[src/rtl/lsu.sv]
// Load/store unit: turns one core request at a time into a byte-masked, lane-aligned
// data-memory access with a bounded wait. Optional misalignment trap: MISALIGN_TRAP_EN.
//
//   state | meaning
//   IDLE  | ready for a request
//   WAIT  | strobes asserted, waiting on ip_data_valid or the timeout
//   RESP  | one-cycle response pulse
module lsu #(
    parameter int XLEN    = 32,
    parameter int TIMEOUT = 15
) (
    input  logic              clk,
    input  logic              reset_n,
    input  logic              ip_req_valid,
    output logic              op_req_ready,
    input  logic              ip_req_wr,
    input  logic [2:0]        ip_req_funct3,
    input  logic [XLEN-1:0]   ip_req_addr,
    input  logic [XLEN-1:0]   ip_req_wdata,
    output logic              op_resp_valid,
    output logic [XLEN-1:0]   op_resp_rdata,
    output logic              op_resp_err,
    output logic [XLEN-1:0]   op_data_addr,
    output logic              op_data_wr,
    output logic              op_data_rd,
    output logic [XLEN/8-1:0] op_data_mask,
    output logic [XLEN-1:0]   op_data_from_proc,
    input  logic              ip_data_valid,
    input  logic [XLEN-1:0]   ip_data_from_dmem
);

    localparam int NB     = XLEN / 8;
    localparam int LANE_W = $clog2(NB);
    localparam logic [XLEN-1:0] LANE_MASK = XLEN'(NB - 1);
    localparam logic [7:0]      TO_CNT    = 8'(TIMEOUT);

    typedef enum logic [1:0] {IDLE, WAIT, RESP} state_t;

    state_t            state_q, state_d;
    logic [7:0]        cnt_q, cnt_d;
    logic [LANE_W-1:0] lane_q, lane_d;
    logic [1:0]        size_q, size_d;
    logic              uns_q, uns_d;

    logic              ready_d, resp_valid_d, resp_err_d, wr_d, rd_d;
    logic [XLEN-1:0]   rdata_d, addr_d, wdata_d;
    logic [NB-1:0]     mask_d;

    logic [1:0]        req_size;
    logic [2:0]        req_low;
    logic              req_illegal, req_fault;
    logic [XLEN-1:0]   req_addr, req_wdata;
    logic [LANE_W-1:0] req_lane;
    logic [NB-1:0]     req_ones, req_mask;

    logic [XLEN-1:0]   ld_shift, ld_keep, ld_ext;
    logic              ld_sign;
    int                ld_bits;

    always_comb begin
        req_size    = ip_req_funct3[1:0];
        req_low     = {req_size == 2'd3, req_size[1], |req_size};
        req_illegal = (ip_req_funct3 == 3'b111)
                   || (ip_req_wr && ip_req_funct3[2])
                   || ((XLEN == 32) && ((ip_req_funct3 == 3'b011) || (ip_req_funct3 == 3'b110)));
`ifdef MISALIGN_TRAP_EN
        req_fault   = req_illegal || (|(ip_req_addr[2:0] & req_low));
`else
        req_fault   = req_illegal;
`endif
        // Without the trap, sub-size address bits are dropped so the access is natural.
        req_addr    = ip_req_addr & ~XLEN'(req_low);
        req_lane    = req_addr[LANE_W-1:0];
        for (int i = 0; i < NB; i++) begin
            req_ones[i] = (i < (1 << req_size));
        end
        req_mask    = req_ones << req_lane;
        req_wdata   = ip_req_wdata << {req_lane, 3'b000};
    end

    always_comb begin
        ld_shift = ip_data_from_dmem >> {lane_q, 3'b000};
        ld_bits  = 8 << size_q;
        ld_sign  = 1'b0;
        for (int i = 0; i < XLEN; i++) begin
            ld_keep[i] = (i < ld_bits);
            if (i == ld_bits - 1) ld_sign = ld_shift[i];
        end
        ld_ext = (ld_shift & ld_keep) | ((ld_sign && !uns_q) ? ~ld_keep : '0);
    end

    always_comb begin
        state_d      = state_q;
        cnt_d        = cnt_q;
        lane_d       = lane_q;
        size_d       = size_q;
        uns_d        = uns_q;
        ready_d      = 1'b0;
        resp_valid_d = 1'b0;
        resp_err_d   = 1'b0;
        rdata_d      = '0;
        wr_d         = op_data_wr;
        rd_d         = op_data_rd;
        addr_d       = op_data_addr;
        mask_d       = op_data_mask;
        wdata_d      = op_data_from_proc;
        case (state_q)
            IDLE: begin
                ready_d = 1'b1;
                if (ip_req_valid) begin
                    ready_d = 1'b0;
                    if (req_fault) begin
                        state_d      = RESP;
                        resp_valid_d = 1'b1;
                        resp_err_d   = 1'b1;
                    end else begin
                        state_d = WAIT;
                        cnt_d   = 8'd1;
                        lane_d  = req_lane;
                        size_d  = req_size;
                        uns_d   = ip_req_funct3[2];
                        addr_d  = req_addr & ~LANE_MASK;
                        mask_d  = req_mask;
                        wdata_d = req_wdata;
                        wr_d    = ip_req_wr;
                        rd_d    = !ip_req_wr;
                    end
                end
            end
            WAIT: begin
                // A completion in the timeout cycle still counts as success.
                if (ip_data_valid) begin
                    state_d      = RESP;
                    resp_valid_d = 1'b1;
                    wr_d         = 1'b0;
                    rd_d         = 1'b0;
                    if (op_data_rd) rdata_d = ld_ext;
                end else if (cnt_q == TO_CNT) begin
                    state_d      = RESP;
                    resp_valid_d = 1'b1;
                    resp_err_d   = 1'b1;
                    wr_d         = 1'b0;
                    rd_d         = 1'b0;
                end else begin
                    cnt_d = cnt_q + 8'd1;
                end
            end
            RESP: begin
                state_d = IDLE;
                ready_d = 1'b1;
            end
            default: begin
                state_d = IDLE;
                ready_d = 1'b1;
                wr_d    = 1'b0;
                rd_d    = 1'b0;
            end
        endcase
    end

    always_ff @(posedge clk or negedge reset_n) begin
        if (!reset_n) begin
            state_q           <= IDLE;
            cnt_q             <= '0;
            lane_q            <= '0;
            size_q            <= '0;
            uns_q             <= 1'b0;
            op_req_ready      <= 1'b1;
            op_resp_valid     <= 1'b0;
            op_resp_err       <= 1'b0;
            op_resp_rdata     <= '0;
            op_data_wr        <= 1'b0;
            op_data_rd        <= 1'b0;
            op_data_addr      <= '0;
            op_data_mask      <= '0;
            op_data_from_proc <= '0;
        end else begin
            state_q           <= state_d;
            cnt_q             <= cnt_d;
            lane_q            <= lane_d;
            size_q            <= size_d;
            uns_q             <= uns_d;
            op_req_ready      <= ready_d;
            op_resp_valid     <= resp_valid_d;
            op_resp_err       <= resp_err_d;
            op_resp_rdata     <= rdata_d;
            op_data_wr        <= wr_d;
            op_data_rd        <= rd_d;
            op_data_addr      <= addr_d;
            op_data_mask      <= mask_d;
            op_data_from_proc <= wdata_d;
        end
    end

endmodule

[config.mk]
export PLATFORM = sky130hd
export DESIGN_NAME = lsu
export DESIGN_NICKNAME = d
export VERILOG_FILES = /design/src/rtl/lsu.sv
export SDC_FILE = /design/constraint.sdc
export NUM_CORES = 1
export LEC_CHECK = 0
export BUFFER_PORTS_ARGS = -buffer_cell sky130_fd_sc_hd__buf_2
export CORE_ASPECT_RATIO = 0.9
export CORE_MARGIN = 2
export CORE_UTILIZATION = 45
export DETAILED_ROUTE_END_ITERATION = 8
export MAX_ROUTING_LAYER = met4
export PLACE_DENSITY = 0.85
export SLEW_MARGIN = 20
export SYNTH_ARGS = -nofsm -noshare
export SYNTH_HDL_FRONTEND = slang
export SYNTH_SLANG_ARGS = --single-unit
[constraint.sdc]
create_clock -name clk -period 1.5 [get_ports clk]
set_input_delay 0.075 -clock clk [delete_from_list [all_inputs] [get_ports clk]]
set_output_delay 0.075 -clock clk [all_outputs]
set_load 0.05 [all_outputs]
==> results of run 1 <==
-- critical path: cells and delay by family, from the launching register on --
family	cells	cell delay, ns
buf+inv	3	0.51
flops	1	0.44
simple gates	2	0.34
compound gates	1	0.23
-- flip-flops by register name, summed over array words and instances, names as in the netlist --
register           flops
size_q                 2
lane_q                 2
uns_q                  1
op_data_rd             1
op_resp_err            1
state_q                2
op_req_ready           1
op_data_mask           4
op_data_from_proc     32
op_data_addr          30
op_resp_valid          1
cnt_q                  8
op_resp_rdata         32
op_data_wr             1
-- cell families (layout without fill, tap and decap cells) --
logic type                 after synthesis  count (layout)  share of synthesized area (%)
AOI/OAI and AO/OA                       88              88                           11.7
xor gates and xnor gates                 4               4                          0.632
adders and majority gates                2               2                          0.451
buffers and inverters                   42             360                           3.70
DFF                                    118             118                           53.3
muxes                                   60              60                           11.2
other                                    2               4                          0.135
and+or+nand+nor                        229             229                           18.8
-- per-layer routing --
layer | track usage, % | vias up | routed length (um)
met5 | - | - | 0
met3 | 5.86 | 43 | 1330
met2 | 44.8 | 306 | 9360
li1 | - | 2485 | -
met1 | 31.0 | 2641 | 7370
met4 | 11.5 | 0 | 517
-- cells in the final DEF (no fill, tap or decap), drive strengths merged, types with 4 or more instances in the layout --
master / netlist / routed
a211oi: 26 / 26
a21o: 8 / 8
a21oi: 9 / 9
a2bb2oi: 8 / 8
buf: 24 / 259
clkbuf: 14 / 25
clkinv: 0 / 7
conb: 2 / 4
dfrtp: 117 / 117
dlygate4sd3: 0 / 62
inv: 4 / 4
mux2: 8 / 8
mux2i: 51 / 51
nand2: 147 / 147
nand3: 11 / 11
nor2: 32 / 32
nor2b: 12 / 12
nor3: 4 / 4
o21ai: 22 / 22
o31ai: 8 / 8
-- stage by stage --
step	power [mW]	util, %	setup TNS [ns]	hold slack, ns
floorplan	9.21	-	-1.41	-0.221
global placement	10.9	58.7	-0.909	0.0290
detailed placement	11.0	58.7	-2.26	0.0262
CTS	15.0	69.3	-0.979	0.0000427
global route	16.2	72.4	-6.63	0.00360
finish	15.6	72.4	-1.95	0.0118
-- final cells by class --
| class | instances | area (sq um) | area share [%] |
|---|---|---|---|
| well taps | 160 | 200 | 2.30 |
| repair buffers | 324 | 2260 | 26.0 |
| clock buffers | 22 | 464 | 5.33 |
| flip-flops and latches | 118 | 2960 | 34.0 |
| inverters | 4 | 15.0 | 0.172 |
| clock inverters | 10 | 80.1 | 0.920 |
| multi-input cells | 387 | 2730 | 31.3 |
-- repair_timing --
action	4_1_cts	5_1_grt
gates resized for setup	19	55
endpoints found under the setup margin	47	88
hold endpoints to repair	184	1
pin swaps	7	8
hold buffers	61	1
gates cloned	0	3
setup buffers	5	6
-- worst min-delay path by stage --
stage / start / end / cells past startpoint
global placement: reset_n / op_resp_err / 1
finish: ip_req_wdata[9] / op_data_from_proc[17] / 3
detailed placement: reset_n / op_resp_err / 1
CTS: ip_req_wdata[11] / op_data_from_proc[19] / 3
global route: ip_data_from_dmem[16] / op_resp_rdata[8] / 3
floorplan: reset_n / cnt_q[0] / 0
-- where the power goes --
| group | switching [mW] | leakage (nW) | internal (mW) | total, mW |
|---|---|---|---|---|
| Sequential | 0.601 | 1.52 | 4.09 | 4.70 |
| Combinational | 4.98 | 2.75 | 2.15 | 7.13 |
| Clock | 1.40 | 0.269 | 2.34 | 3.74 |
==> impl_metrics.json, run 1 <==
{
  "grt_pass1_vias": 5415,
  "ios": 209,
  "avgSynthCellArea_sq_um": 10.2,
  "antenna_cells": 0,
  "cts_made_buffers": 17,
  "placed_area_sq_um": 7060,
  "areaGrowthSynthToFinish_pct": 57.1,
  "crit_type": "reg2reg",
  "synth_cells": 545,
  "maxCapViolCount": 0,
  "drtIter0Drc": 398,
  "hold_viol": 0,
  "synth_cell_types": 54,
  "yosys.area.top_type": "dfrtp_1",
  "endpoint_kind": "register",
  "cp-start-kind": "register",
  "cellPowerDensity_nw_per_um2": 1790,
  "initial_core_util_pct": 46.1,
  "critPathCapture": "op_data_from_proc[20]",
  "ys_warn_count": 0,
  "die_y_um": 109,
  "arrival_ns": 1.94,
  "hold_path_class": "in2reg",
  "synth_top_area_share_pct": 52.8,
  "drc": 0,
  "synth-edff-count": 0,
  "status": "finished, violations left",
  "h-tree-depth": 4,
  "worstRegToRegCells": 6,
  "ir_worst_vdd_v": 0.00157,
  "rrSetupSlack_ns": -0.12,
  "dr.pass1.iters": 5,
  "clockBufferDepth": 2,
  "worst_slack_ns": -0.120,
  "postLayoutCellArea_sq_um": 8710,
  "grt_pass1_wl_mm": 26.3,
  "min_period_ns": 1.62,
  "antenna_left": 0,
  "cts_root_buf": "clkbuf_16",
  "nNetsFinal": 958,
  "rsz0062_at_grt": "yes",
  "drt-total-wl_mm": 18.6,
  "synth.most_common_cell": "nand2_1",
  "grt_overflow": 0,
  "clock_skew_ns": 0.00888,
  "clock_latency_ns": 0.42,
  "max_stage_delay_ns": 0.44,
  "fp.dieArea_sq_um": 13200,
  "io_buffers": 206,
  "track_usage_pct": 26.6,
  "grt_antenna_before_repair": 0,
  "synthTopCellsByCount": "nand2_1, dfrtp_1, mux2i_1",
  "synth.area.top_cells": "dfrtp_1, nand2_1, mux2i_1",
  "cp_max_fo": 16,
  "crit_chain": "nor3b_2 -> buf_4 -> nand3_4 -> buf_12 -> clkbuf_16 -> o21ai_1",
  "cts_tree": "built",
  "die-width_um": 121,
  "setup_violations": 54,
  "cts.sinks": 118,
  "post-place-ws_ns": -0.179,
  "viasPerCell": 5.34,
  "drive_above_1_share_pct": 43.2,
  "r2r_start": "state_q[0]",
  "startpoint": "state_q[0]",
  "violations": "negative setup slack",
  "grt_max_degree": 40,
  "fp.coreArea_sq_um": 12000,
  "synth_flop_cell": "dfrtp_1",
  "p_leak_nw": 4.54,
  "row_count": 38,
  "crit_path_top_delay_cell": "dfrtp_2",
  "post_drt_wl_per_cell_um": 18.1,
  "synthArstFlopShare_pct": 100,
  "synth-seq-cells": 118,
  "yosysSeqAreaShare_pct": 53.3,
  "syn-cell-area_sq_um": 5540,
  "fin_cells": 1025,
  "via_count": 5475,
  "hpwl_mm": 11.3,
  "worstPathRequired_ns": 1.82,
  "gp_congestion": 0.876,
  "dpl.cell_count": 918,
  "n_fill_cell": 774,
  "maxSlewViolCount": 0,
  "fmax_mhz": 617,
  "post-route-period-util_pct": 108,
  "path_clk_slew_ns": 0.06,
  "reg2reg_to": "op_data_from_proc[20]"
}
(Power assumes the default switching activity.)
==> inputs of run 2 (changes only) <==
--- a/config.mk
+++ b/config.mk
@@ -8,10 +8,10 @@
 export BUFFER_PORTS_ARGS = -buffer_cell sky130_fd_sc_hd__buf_2
 export CORE_ASPECT_RATIO = 0.9
 export CORE_MARGIN = 2
-export CORE_UTILIZATION = 45
+export CORE_UTILIZATION = 35
 export DETAILED_ROUTE_END_ITERATION = 8
 export MAX_ROUTING_LAYER = met4
-export PLACE_DENSITY = 0.85
+export PLACE_DENSITY = 0.71
 export SLEW_MARGIN = 20
 export SYNTH_ARGS = -nofsm -noshare
 export SYNTH_HDL_FRONTEND = slang
==> run 2 against run 1 <==
The run still ends with negative setup slack left. Sequential share of layout area fell by 0.74 points. Clock power is 3% higher. Critical path depth decreased by 2. Die area grew 28%. Total power up 0.49%. Sequential power is 1% lower. Routed wire length shrank 3.7%. Clock skew hardly changed. Hold slack got worse by 0.0030 ns. Maximum frequency up 1.5%. Critical endpoint is now op_resp_rdata[17]. Largest cell class unchanged.
==> impl_metrics.json, run 2 (same netlist as run 1, synthesis figures left out) <==
{
  "h-tree-depth": 4,
  "post-route-period-util_pct": 106,
  "worst-path-buf-inv": 0,
  "fin_cells": 1077,
  "dr.pass1.iters": 4,
  "fp.coreArea_sq_um": 15400,
  "wl_met1_mm": 7.44,
  "maxCapViolCount": 0,
  "crit_path_top_delay_cell": "or4_4",
  "path_depth": 4,
  "dr_wl_met2_mm": 8.93,
  "startpoint": "lane_q[0]",
  "endpoint_kind": "register",
  "maxSlewViolCount": 0,
  "dpl.cell_count": 964,
  "wl_met3_mm": 1.20,
  "worstRegToRegCells": 4,
  "arrival_ns": 1.93,
  "hpwl_mm": 11.7,
  "mostFrequentLayoutCell": "buf_2",
  "pwr-share-comb_pct": 45.5,
  "hold_path_class": "in2reg",
  "grt_max_degree": 57,
  "clock_latency_ns": 0.41,
  "placed_area_sq_um": 7170,
  "min_period_ns": 1.60,
  "cts_made_buffers": 17,
  "ir_worst_vdd_v": 0.00134,
  "crit_type": "reg2reg",
  "via_count": 5275,
  "grt_pass1_vias": 5172,
  "clock_skew_ns": 0.00857,
  "rrSetupSlack_ns": -0.1,
  "p_leak_nw": 4.59,
  "ios": 209,
  "worst_slack_ns": -0.0968,
  "drc": 0,
  "status": "finished, violations left",
  "finalPower_mw": 15.6,
  "die-width_um": 137,
  "cts_root_buf": "clkbuf_16",
  "post_drt_wl_per_cell_um": 16.6,
  "timing.setup.tns_ns": -1.54,
  "cp-start-kind": "register",
  "clockBufferDepth": 2,
  "p_int_mw": 8.65,
  "antenna_cells": 0,
  "critPathCapture": "op_resp_rdata[17]",
  "initial_core_util_pct": 35.9,
  "hold_viol": 0,
  "cts_tree": "built",
  "max_stage_delay_ns": 0.61,
  "final_cell_mix": "buf_2, nand2_1, dfrtp_1",
  "r2r_start": "lane_q[0]",
  "row_count": 43,
  "grt_antenna_before_repair": 0,
  "switchingPower_mw": 6.99,
  "hp-start": "ip_data_from_dmem[17]",
  "drive_above_1_share_pct": 43.4,
  "post-place-ws_ns": -0.169,
  "postLayoutCellArea_sq_um": 8900,
  "reg2reg_to": "op_resp_rdata[17]",
  "gp_congestion": 0.891,
  "violations": "negative setup slack",
  "dr.max_layer_used": "met4",
  "viasPerCell": 4.90,
  "die_y_um": 123,
  "path_clk_slew_ns": 0.06,
  "cellPowerDensity_nw_per_um2": 1760,
  "swShare_pct": 44.7,
  "drt-total-wl_mm": 17.9,
  "fmax_mhz": 626,
  "grt_pass1_wl_mm": 26.7,
  "worstPathRequired_ns": 1.84,
  "fp.dieArea_sq_um": 16900,
  "grt_overflow": 0,
  "reg_top3": "op_data_from_proc x32, op_resp_rdata x32, op_data_addr x30",
  "cp_max_fo": 8,
  "pwr-share-clk_pct": 24.7,
  "critical_path.top_delay_family": "simple AND/OR/NAND/NOR gates",
  "setup_violations": 37,
  "cts.sinks": 118,
  "drtIter0Drc": 181,
  "pwr-share-seq_pct": 29.7,
  "track_usage_pct": 21.3,
  "areaGrowthSynthToFinish_pct": 60.5,
  "rsz0062_at_grt": "yes",
  "nNetsFinal": 968,
  "io_buffers": 206,
  "antenna_left": 0,
  "crit_chain": "mux4_2 -> nor2_4 -> or4_4 -> o21ai_2"
}
run 2: cell types whose count changed in the layout (fill, tap and decap cells not counted), moves of 3 or more:
| cell | change |
|---|---|
| a211oi_2 | -3 |
| clkinv_2 | -4 |
| o31ai_2 | +3 |
| o31ai_4 | -3 |
| o21ai_1 | +3 |
| clkinvlp_4 | +3 |
| dlygate4sd3_1 | +4 |
| buf_6 | +4 |
| inv_6 | +4 |
| clkbuf_1 | -3 |
run 2: power groups by stage:
stage	logic [mW]	registers, mW	clock network (mW)
floorplan	1.71	7.50	0
global placement	6.31	4.63	0
detailed placement	6.39	4.63	0
CTS	6.61	4.63	3.97
global route	7.52	4.76	4.15
finish	7.12	4.65	3.87
run 2: per-stage QoR:
stage	hold slack, ns	util, %
CTS	0.000634	54.9
detailed placement	0.0448	46.4
global placement	0.0401	46.4
floorplan	-0.221	-
global route	0.00353	57.6
finish	0.00885	57.6
run 2: cell type report:
type                            instances  area, sq um
Inverter                                4         15.0
Fill cell                            1294         6540
Timing Repair Buffer                  334         2400
Sequential cell                       118         2960
Multi-Input combinational cell        387         2710
Clock buffer                           18          439
Clock inverter                         14          126
Tap cell                              202          253
run 2: metal layers:
metal	track usage, %	vias to the layer above
met5	-	-
met4	7.23	0
met3	5.95	30
met2	34.2	235
met1	26.0	2504
li1	-	2506
run 2: worst min path at each step:
| stage | endpoint | slack, ns | cells past startpoint |
|---|---|---|---|
| 2_1_floorplan | cnt_q[0] | -0.22 | 0 |
| 3_3_place_gp | op_resp_rdata[0] | 0.04 | 1 |
| 3_5_place_dp | op_resp_rdata[14] | 0.04 | 1 |
| 4_1_cts | op_resp_rdata[9] | 0.0006 | 3 |
| 5_1_grt | op_resp_rdata[9] | 0.004 | 3 |
| 6_report | op_resp_rdata[9] | 0.009 | 3 |
run 2: worst min-delay path: stages:
cell      delay (ns)
buf_2           0.13
a211oi_2        0.07
nor2_1          0.10
run 2: what timing repair did:
action	in CTS	in global routing
pin swaps	10	18
gates cloned	0	4
setup endpoints to repair	55	106
gates resized for setup	14	64
endpoints found under the hold margin	139	0
hold buffers	66	0
buffers inserted	2	9
==> inputs of run 3 (changes only) <==
--- a/config.mk
+++ b/config.mk
@@ -6,7 +6,6 @@
 export NUM_CORES = 1
 export LEC_CHECK = 0
 export BUFFER_PORTS_ARGS = -buffer_cell sky130_fd_sc_hd__buf_2
-export CORE_ASPECT_RATIO = 0.9
 export CORE_MARGIN = 2
 export CORE_UTILIZATION = 35
 export DETAILED_ROUTE_END_ITERATION = 8
==> run 3 against run 2 <==
Total power up 2.6%. Largest power group unchanged. Global-route usage decreased by 1.0 points. Critical path type unchanged. Setup slack got worse by 0.021 ns. The run still ends with negative setup slack left. Routed wire length increased by 0.27%. Non-clock buffer count is the same. Sequential power about the same.
==> impl_metrics.json, run 3 (same netlist as run 1, synthesis figures left out) <==
{
  "row_count": 46,
  "final_cell_mix": "buf_2, nand2_1, dfrtp_1",
  "path_clk_slew_ns": 0.06,
  "swShare_pct": 43.7,
  "cp-start-kind": "register",
  "io_buffers": 206,
  "timing.setup.tns_ns": -1.66,
  "cts_tree": "built",
  "max_stage_delay_ns": 0.60,
  "pwr-share-comb_pct": 44.4,
  "hold_path_class": "in2reg",
  "crit_chain": "mux2i_1 -> and3b_2 -> or4_4 -> o21ai_2",
  "endpoint_kind": "register",
  "pwr-share-clk_pct": 26.5,
  "status": "finished, violations left",
  "h-tree-depth": 4,
  "worst-slew-pin-transition_ns": 0.558,
  "crit_path_top_delay_cell": "or4_4",
  "mostFrequentLayoutCell": "buf_2",
  "pwr-share-seq_pct": 29.0,
  "gp_congestion": 0.917,
  "violations": "negative setup slack",
  "grt_pass1_wl_mm": 25.8,
  "fmax_mhz": 618,
  "dr.pass1.iters": 5,
  "initial_core_util_pct": 35.4,
  "rrSetupSlack_ns": -0.12,
  "cts_root_buf": "clkbuf_16",
  "clock_skew_ns": 0.00629,
  "post-place-ws_ns": -0.159,
  "ios": 209,
  "antenna_left": 0,
  "track_usage_pct": 20.3,
  "via_count": 5283,
  "drtIter0Drc": 368,
  "setup_violations": 40,
  "rsz0062_at_grt": "yes",
  "worstPathRequired_ns": 1.83,
  "hpwl_mm": 11.4,
  "drc": 0,
  "reg_top3": "op_data_from_proc x32, op_resp_rdata x32, op_data_addr x30",
  "slew_headroom_pct": 62.6,
  "arrival_ns": 1.95,
  "min_period_ns": 1.62,
  "worst_slack_ns": -0.118,
  "fp.coreArea_sq_um": 15700,
  "clockBufferDepth": 2,
  "crit_type": "reg2reg",
  "switchingPower_mw": 7.00,
  "hold_viol": 0,
  "drt-total-wl_mm": 17.9,
  "grt_overflow": 0,
  "cts_made_buffers": 17,
  "maxSlewViolCount": 0,
  "ir_worst_vdd_v": 0.00121,
  "post-route-period-util_pct": 108,
  "grt_pass1_vias": 5114,
  "areaGrowthSynthToFinish_pct": 62.6,
  "critical_path.top_delay_family": "simple AND/OR/NAND/NOR gates",
  "grt_max_degree": 38,
  "fp.dieArea_sq_um": 16900,
  "viasPerCell": 4.84,
  "p_leak_nw": 4.64,
  "cts.sinks": 118,
  "grt_antenna_before_repair": 1,
  "post_drt_wl_per_cell_um": 16.4,
  "drive_above_1_share_pct": 45.9,
  "maxCapViolCount": 0,
  "clock_latency_ns": 0.41,
  "p_int_mw": 9.03,
  "cellPowerDensity_nw_per_um2": 1780,
  "die-width_um": 130,
  "worst-path-buf-inv": 0,
  "nNetsFinal": 968,
  "cp_max_fo": 8,
  "die_y_um": 130
}
run 3: changes by cell type in the layout (fill, tap and decap cells not counted), sizes merged:
cell         delta
clkbuf          +4
dlygate4sd3     -4
buf             +4
clkinvlp        -4
inv             -3
diode           +1
bufinv          +2
clkinv          +1
run 3: path summary, 6_finish.rpt:
kind / depth (start not counted) / start / end
worst max register to register: 4 / lane_q[1] / op_resp_rdata[22]
worst min-delay path: 3 / ip_req_wdata[13] / op_data_from_proc[21]
worst min register to register: 2 / op_data_from_proc[7] / op_data_from_proc[7]
worst max-delay path: 4 / lane_q[1] / op_resp_rdata[22]
max in group asynchronous: 3 / reset_n / op_data_addr[6]
min in group asynchronous: 2 / reset_n / op_resp_valid
run 3: power by group through the flow:
stage	clock [mW]	combinational (mW)	sequential [mW]
6_report	4.26	7.13	4.65
3_3_place_gp	0	6.40	4.64
5_1_grt	4.50	7.55	4.77
4_1_cts	4.34	6.66	4.63
2_1_floorplan	0	1.71	7.50
3_5_place_dp	0	6.48	4.65
run 3: worst reg2reg max path: stages (launching register included):
cell and delay [ns]:
dfrtp_2 0.44, mux2i_1 0.15, and3b_2 0.24, or4_4 0.60, o21ai_2 0.11
run 3: final cells by class:
class / instances / area (sq um)
inverters: 4 / 15.0
multi-input cells: 387 / 2760
fillers: 1319 / 6640
repair buffers: 334 / 2380
diodes: 1 / 2.50
clock buffers: 22 / 484
flip-flops and latches: 118 / 2960
well taps: 216 / 270
clock inverters: 10 / 143
run 3: per-stage QoR:
stage | util (%) | cell area (sq um) | instances | power, mW | hold WS, ns
after floorplan | - | 5640 | 547 | 9.21 | -0.221
after global placement | 46.3 | 7260 | 986 | 11.0 | 0.0418
after detailed placement | 46.3 | 7260 | 986 | 11.1 | 0.0467
after CTS | 54.5 | 8530 | 1081 | 15.6 | 0.00289
after global routing | 57.6 | 9010 | 1092 | 16.8 | 0.0615
final | 57.6 | 9010 | 1092 | 16.0 | 0.0241
run 3: per-layer routing:
| metal | routed length [um] | part of all wire (%) | global-route usage (%) | vias to the layer above |
|---|---|---|---|---|
| li1 | - | - | - | 2505 |
| met1 | 7600 | 42 | 25.3 | 2558 |
| met2 | 9090 | 51 | 32.4 | 197 |
| met3 | 1030 | 5.8 | 4.43 | 23 |
| met4 | 220 | 1.2 | 7.97 | 0 |
| met5 | 0 | 0 | - | - |
run 3: timing repair:
item / in CTS / in global routing
pin swaps: 2 / 40
setup buffers: 1 / 5
gates cloned: 0 / 5
setup endpoints to repair: 24 / 89
hold endpoints to repair: 147 / 0
hold buffers: 62 / 0
resized for setup: 5 / 83
